[src/rtl/inst_sequencer.sv]
// Tile-pass sequencer: emits the registered 35-bit instruction word that walks the core
// through weight load, activation stream and output drain into psum memory.
module inst_sequencer #(
    parameter int unsigned row     = 8,
    parameter int unsigned col     = 8,
    parameter int unsigned addr_bw = 11
) (
    input  logic                   clk,
    input  logic                   reset,
    input  logic                   start,
    input  logic                   cfg_mode,
    input  logic                   cfg_acc,
    input  logic [addr_bw-1:0]     cfg_len,
    input  logic [addr_bw-1:0]     cfg_x_base,
    input  logic [addr_bw-1:0]     cfg_w_base,
    input  logic [addr_bw-1:0]     cfg_psum_base,
    input  logic                   ofifo_valid,
    output logic [2*addr_bw+12:0]  inst,
    output logic                   busy,
    output logic                   done
);

    // k must reach len (A_RD runs len+1 cycles), so it gets one extra bit.
    localparam int unsigned KW = addr_bw + 1;

    typedef struct packed {
        logic               mode;
        logic               acc;
        logic               p_cen;
        logic               p_wen;
        logic [addr_bw-1:0] p_addr;
        logic               x_cen;
        logic               x_wen;
        logic [addr_bw-1:0] x_addr;
        logic               ofifo_rd;
        logic               ififo_wr;
        logic               ififo_rd;
        logic               l0_rd;
        logic               l0_wr;
        logic               execute;
        logic               load;
    } inst_t;

    typedef enum logic [3:0] {
        S_IDLE,
        S_W_RD,
        S_W_LOAD,
        S_W_SETTLE,
        S_A_RD,
        S_A_EXE,
        S_DRAIN,
        S_O_WR,
        S_DONE
    } state_t;

    state_t             state_q, state_d;
    logic [KW-1:0]      k_q, k_d;
    logic [addr_bw-1:0] n_q, n_d;
    logic               mode_q, mode_d;
    logic               acc_q, acc_d;
    logic [addr_bw-1:0] len_q, len_d;
    logic [addr_bw-1:0] x_base_q, x_base_d;
    logic [addr_bw-1:0] w_base_q, w_base_d;
    logic [addr_bw-1:0] psum_base_q, psum_base_d;
    inst_t              inst_q, inst_d;
    logic               busy_q, busy_d;
    logic               done_q, done_d;
    logic               wr;

    function automatic inst_t idle_word(input logic m);
        inst_t w;
        w       = '0;
        w.mode  = m;
        w.p_cen = 1'b1;
        w.p_wen = 1'b1;
        w.x_cen = 1'b1;
        w.x_wen = 1'b1;
        return w;
    endfunction

    // Next state, counters and latched configuration.
    always_comb begin
        state_d     = state_q;
        k_d         = k_q + KW'(1);
        n_d         = n_q;
        mode_d      = mode_q;
        acc_d       = acc_q;
        len_d       = len_q;
        x_base_d    = x_base_q;
        w_base_d    = w_base_q;
        psum_base_d = psum_base_q;
        wr          = 1'b0;
        case (state_q)
            S_IDLE: begin
                k_d = '0;
                n_d = '0;
                if (start && (cfg_len != '0)) begin
                    state_d     = S_W_RD;
                    mode_d      = cfg_mode;
                    acc_d       = cfg_acc;
                    len_d       = cfg_len;
                    x_base_d    = cfg_x_base;
                    w_base_d    = cfg_w_base;
                    psum_base_d = cfg_psum_base;
                end
            end
            S_W_RD: begin
                if (k_q == KW'(row)) begin
                    state_d = S_W_LOAD;
                    k_d     = '0;
                end
            end
            S_W_LOAD: begin
                if (k_q == KW'(col - 1)) begin
                    state_d = S_W_SETTLE;
                    k_d     = '0;
                end
            end
            S_W_SETTLE: begin
                if (k_q == KW'(row - 1)) begin
                    state_d = S_A_RD;
                    k_d     = '0;
                end
            end
            S_A_RD: begin
                if (k_q == {1'b0, len_q}) begin
                    state_d = S_A_EXE;
                    k_d     = '0;
                end
            end
            S_A_EXE: begin
                if (k_q == ({1'b0, len_q} - KW'(1))) begin
                    state_d = S_DRAIN;
                    k_d     = '0;
                end
            end
            S_DRAIN: begin
                k_d = '0;
                if (ofifo_valid) begin
                    state_d = S_O_WR;
                    wr      = 1'b1;
                end
            end
            S_O_WR: begin
                k_d = '0;
                if (n_q == len_q) begin
                    state_d = S_DONE;
                end else if (ofifo_valid) begin
                    wr = 1'b1;
                end
            end
            S_DONE: begin
                state_d = S_IDLE;
                k_d     = '0;
            end
            default: begin
                state_d = S_IDLE;
                k_d     = '0;
            end
        endcase
        if (wr) begin
            n_d = n_q + addr_bw'(1);
        end
    end

    // Word for the upcoming cycle, built from the next state so inst can be a plain flop.
    always_comb begin
        inst_d = idle_word(mode_d);
        busy_d = (state_d != S_IDLE);
        done_d = (state_d == S_DONE);
        case (state_d)
            S_W_RD: begin
                if (k_d < KW'(row)) begin
                    inst_d.x_cen  = 1'b0;
                    inst_d.x_addr = w_base_d + addr_bw'(k_d);
                end
                inst_d.l0_wr = (k_d != '0);
            end
            S_W_LOAD: begin
                inst_d.l0_rd = 1'b1;
                inst_d.load  = 1'b1;
            end
            S_A_RD: begin
                if (k_d < {1'b0, len_d}) begin
                    inst_d.x_cen  = 1'b0;
                    inst_d.x_addr = x_base_d + addr_bw'(k_d);
                end
                inst_d.l0_wr = (k_d != '0);
            end
            S_A_EXE: begin
                inst_d.l0_rd   = 1'b1;
                inst_d.execute = 1'b1;
            end
            S_O_WR: begin
                if (wr) begin
                    inst_d.ofifo_rd = 1'b1;
                    inst_d.p_cen    = 1'b0;
                    inst_d.p_wen    = 1'b0;
                    inst_d.p_addr   = psum_base_d + n_q;
                    inst_d.acc      = acc_d;
                end
            end
            default: begin
            end
        endcase
    end

    always_ff @(posedge clk or negedge reset) begin
        if (!reset) begin
            state_q     <= S_IDLE;
            k_q         <= '0;
            n_q         <= '0;
            mode_q      <= 1'b0;
            acc_q       <= 1'b0;
            len_q       <= '0;
            x_base_q    <= '0;
            w_base_q    <= '0;
            psum_base_q <= '0;
            inst_q      <= idle_word(1'b0);
            busy_q      <= 1'b0;
            done_q      <= 1'b0;
        end else begin
            state_q     <= state_d;
            k_q         <= k_d;
            n_q         <= n_d;
            mode_q      <= mode_d;
            acc_q       <= acc_d;
            len_q       <= len_d;
            x_base_q    <= x_base_d;
            w_base_q    <= w_base_d;
            psum_base_q <= psum_base_d;
            inst_q      <= inst_d;
            busy_q      <= busy_d;
            done_q      <= done_d;
        end
    end

    assign inst = inst_q;
    assign busy = busy_q;
    assign done = done_q;

endmodule

[config.mk]
export PLATFORM = sky130hd
export DESIGN_NAME = inst_sequencer
export DESIGN_NICKNAME = d
export VERILOG_FILES = /design/src/rtl/inst_sequencer.sv
export SDC_FILE = /design/constraint.sdc
export NUM_CORES = 1
export LEC_CHECK = 0
export ABC_AREA = 1
export BUFFER_PORTS_ARGS = -buffer_cell sky130_fd_sc_hd__clkbuf_2
export CAP_MARGIN = 20
export CORE_ASPECT_RATIO = 2
export CORE_UTILIZATION = 59
export CTS_CLUSTER_DIAMETER = 40
export CTS_CLUSTER_SIZE = 20
export DETAILED_ROUTE_END_ITERATION = 8
export PLACE_DENSITY = 0.82
export SLEW_MARGIN = 20
export SYNTH_ARGS = -nofsm -noshare
export SYNTH_HDL_FRONTEND = slang
export SYNTH_SLANG_ARGS = --single-unit
[constraint.sdc]
create_clock -name clk -period 4.94 [get_ports clk]
set_clock_uncertainty 0.15 [all_clocks]
set_input_delay 0.494 -clock clk [delete_from_list [all_inputs] [get_ports clk]]
set_output_delay 0.494 -clock clk [all_outputs]
set_load 0.02 [all_outputs]
==> summary.md <==
| Metric | Value |
|---|---|
| M3 GR Usage | `between 4 and 5%` |
| Rel. slew slack | `33.60%` |
| Share of the synthesized area in the top cell type | `38.38%` |
| Design Area, Final | `roughly 0.0075 mm²` |
| CTS Buf Count | `9` |
| Final setup viols | `0` |
| Vias per Instance | `5.437` |
| Die height | `between 150 and 200 µm` |
| DP Cell Count | `1,096` |
| CP Max Fanout | `15` |
| DR vias | `6,046` |
| Post-Synthesis Cells | `885` |
| Die X | `77.45 µm` |
| Drt total wl | `16.98 mm` |
| R2r endpoint | `inst[14]$_DFF_PN0_` |
| Synth async-reset ratio | `100.0%` |
| Initial drt markers | `approximately 400` |
| Placer Congestion | `0.9365` |
| Synth warn | `0` |
| GRT met1 Usage | `27.61%` |
| CTS tree | `built` |
| Fin cells | `1,112` |
| Initial antenna violation count | `0` |
| Mean Syn Cell Area | `7.589 µm²` |
| Clock root buffer | `clkbuf_16` |
| Clock Tree Buf Depth | `2` |
| IO Count | `between 80 and 90` |
| Min Tclk post-route | `4.236 ns` |
| Ys flop type | `dfrtp_1` |
| CTS sink count | `105` |
| R2R Path Start | `len_q[0]$_DFF_PN0_` |
| Leak Pwr | `4.322 nW` |
| Area Overhead vs Synth | `12.20%` |
| CTS Hold Bufs | `0` |
| Area leader, netlist | `dfrtp_1` |
| Vias in the first global route | `6,216` |
| Die area | `0.01184 mm²` |
| Maximum vdd ir drop | `0.1799 mV` |
| Post-synth EDFFs | `0` |
| Final Hold Fails | `0` |
| Reg2reg setup slack | `0.70 ns` |
| First-pass GRT wire length | `27.75 mm` |
| Number of iterations in the first detailed-routing pass | `5` |
| PostCTS Resize Cnt | `0` |
| Post CTS Setup Buffer Count | `0` |
| Antenna diodes | `0` |
| H-tree lvl count | `3` |
| Dpl hpwl | `approximately 13 mm` |
| Largest net degree at the start of global routing | `79` |
| Clock Latency Late Sink | `0.35 ns` |
| Worst Setup SP | `len_q[0]$_DFF_PN0_` |
| Reg clk slew, reported paths | `0.07 ns` |
| CP required | `5.04 ns` |
| Row count | `54` |
| Initial Util | `60.99%` |
| Crit path capture type | `register` |
| WL/cell | `15.27 µm` |
| Met2 Use GR | `60.47%` |
| Post-route clock period utilization | `85.75%` |
| Hold Path Class | `in2async` |
| Routed Antenna Nets | `0` |
| Pre-CTS setup slack | `0.5529 ns` |
| Seq/Total Area, Yosys | `39.16%` |
| Slew Limit Fails | `0` |
| Synth top area cells | `dfrtp_1 38%, nand2_1 15%, ha_1 8.0%` |
| # Max-Cap Violations | `0` |
| Post-DP Area | `0.007247 mm²` |
| Buffers on Ports | `83` |
| Netlist area before placement | `0.006716 mm²` |
| DRC | `0` |
| Outcome | `completed` |
| Synth top cells by count | `261 x nand2_1, 115 x inv_1, 103 x dfrtp_1` |
| Pwr/cell area | `212.6 mW/mm²` |
| Total gr overflow | `0` |
| RSZ-0062 raised after global routing | `no` |
| Grt peak-use layer | `met2` |
| Crit path kind | `reg2reg` |
| Crit path launch type | `register` |
| GRT Util Overall | `between 30% and 40%` |
| Setup crit end | `inst[14]$_DFF_PN0_` |
| Layout cells sized above 1 | `16.87%` |
| TNS Setup | `0 ns` |
| Arrival time worst endpoint | `4.33 ns` |
| Slew @ Worst Pin | `~1.0 ns` |
| Top-count cell post-synth | `nand2_1` |
| Fmax achieved | `0.2361 GHz` |
| FF+latch count, synth | `105` |
| Final #Nets | `1,063` |
| Cell depth of the worst flop-to-flop path | `25` |
| Distinct cells, synth | `46` |
| Final worst slack | `just over 0.7 ns` |
| Placeable Area | `0.01101 mm²` |
## worst min-delay path by stage
| stage | from | endpoint | depth (start not counted) |
|---|---|---|---|
| after CTS | reset | len_q[10]$_DFF_PN0_ | 1 |
| after floorplan | reset | acc_q$_DFF_PN0_ | 0 |
| final | reset | inst[30]$_DFF_PN0_ | 1 |
| after global routing | cfg_x_base[6] | x_base_q[6]$_DFF_PN0_ | 3 |
| after detailed placement | psum_base_q[5]$_DFF_PN0_ | psum_base_q[5]$_DFF_PN0_ | 2 |
| after global placement | psum_base_q[5]$_DFF_PN0_ | psum_base_q[5]$_DFF_PN0_ | 2 |
## where the power goes
part           internal, mW  total [mW]  leakage (nW)  switching (mW)
registers             0.859       0.859          1.36               0
logic                0.0146      0.0407          2.82          0.0261
clock network         0.362       0.703         0.141           0.341
## kinds of logic (layout without fill, tap and decap cells)
logic type	count (synthesis)	count (layout)	share of synthesized area (%)
AO/OA/AOI/OAI	91	91	8.271
adder cells (fa/ha/maj)	46	46	8.905
flip-flops	105	105	39.16
AND/OR/NAND/NOR	471	471	31.20
XOR/XNOR	30	30	3.912
other	2	3	0.1118
buffers and inverters	140	226	8.439
## registers in the layout (all words and copies together) (netlist names)
register	count
k_q	12
state_q	4
x_base_q	11
inst	31
n_q	11
acc_q	1
len_q	11
busy	1
psum_base_q	11
w_base_q	11
done	1
## final cells by class
cell class                 instances  area (µm²)
sequential                       105        2630
clock buffer                      10       239.0
multi-input combinational        641        3528
tap                              140       175.2
inverter                         122       457.9
timing repair buffer              88       455.4
clock inverter                     6       50.05
fill                             985        3477
## metal layers
layer  vias to the layer above  part of all wire (%)  wire length [µm]
met4                         0                   5.5               941
met3                        55                   3.6               604
li1                       2977                     -                 -
met1                      2847                    35              5868
met5                         -                     0                 0
met2                       167                    56              9566
## critical path, stage by stage (launching register included)
cell,delay [ns]
dfrtp_1,0.41
inv_1,0.17
ha_1,0.32
nand3_2,0.16
o21ai_1,0.14
nand2_1,0.06
nor2_1,0.36
nand3_2,0.12
nand2_2,0.11
nand2_4,0.15
nand2_1,0.23
inv_1,0.15
ha_1,0.31
a21oi_1,0.14
nor2_1,0.05
nor2_1,0.13
nor2_1,0.07
nor2_1,0.10
nor2_1,0.05
nor2_1,0.18
nor2_1,0.09
nand2_1,0.07
nand2_1,0.06
or2_0,0.20
nand3_1,0.11
o21ai_2,0.06
## placed cells by master (no fill, tap or decap), types with 3 or more instances in the layout
master       n
o21ai_2      8
or2_2       14
o32ai_1      4
conb_1       3
ha_1        43
nand2_2      6
nor2_4       3
nor2_1      80
nand2_1    261
o22ai_1      5
a21oi_1     26
fa_1         3
nand4_1     12
dfrtp_1    103
a211oi_1     3
nor3_1      20
nand3_1     41
nand3b_1     6
o21ai_0     34
nor3_2       3
buf_4        6
nor2_2       7
xnor2_1      4
clkbuf_16    9
inv_2        5
clkbuf_2    82
nand3_2      5
inv_1      115
xor2_1      26
nor4_1       7
## stage by stage
step                utilization, %  hold WS, ns  power, mW
finish                       68.43       0.1457      1.602
global route                 68.43       0.2320      1.641
CTS                          68.43       0.1874      1.608
detailed placement           65.80       0.3159     0.9177
global placement             65.80       0.3117     0.9170
floorplan                        -      0.04841     0.8805
(Power assumes the default switching activity.)
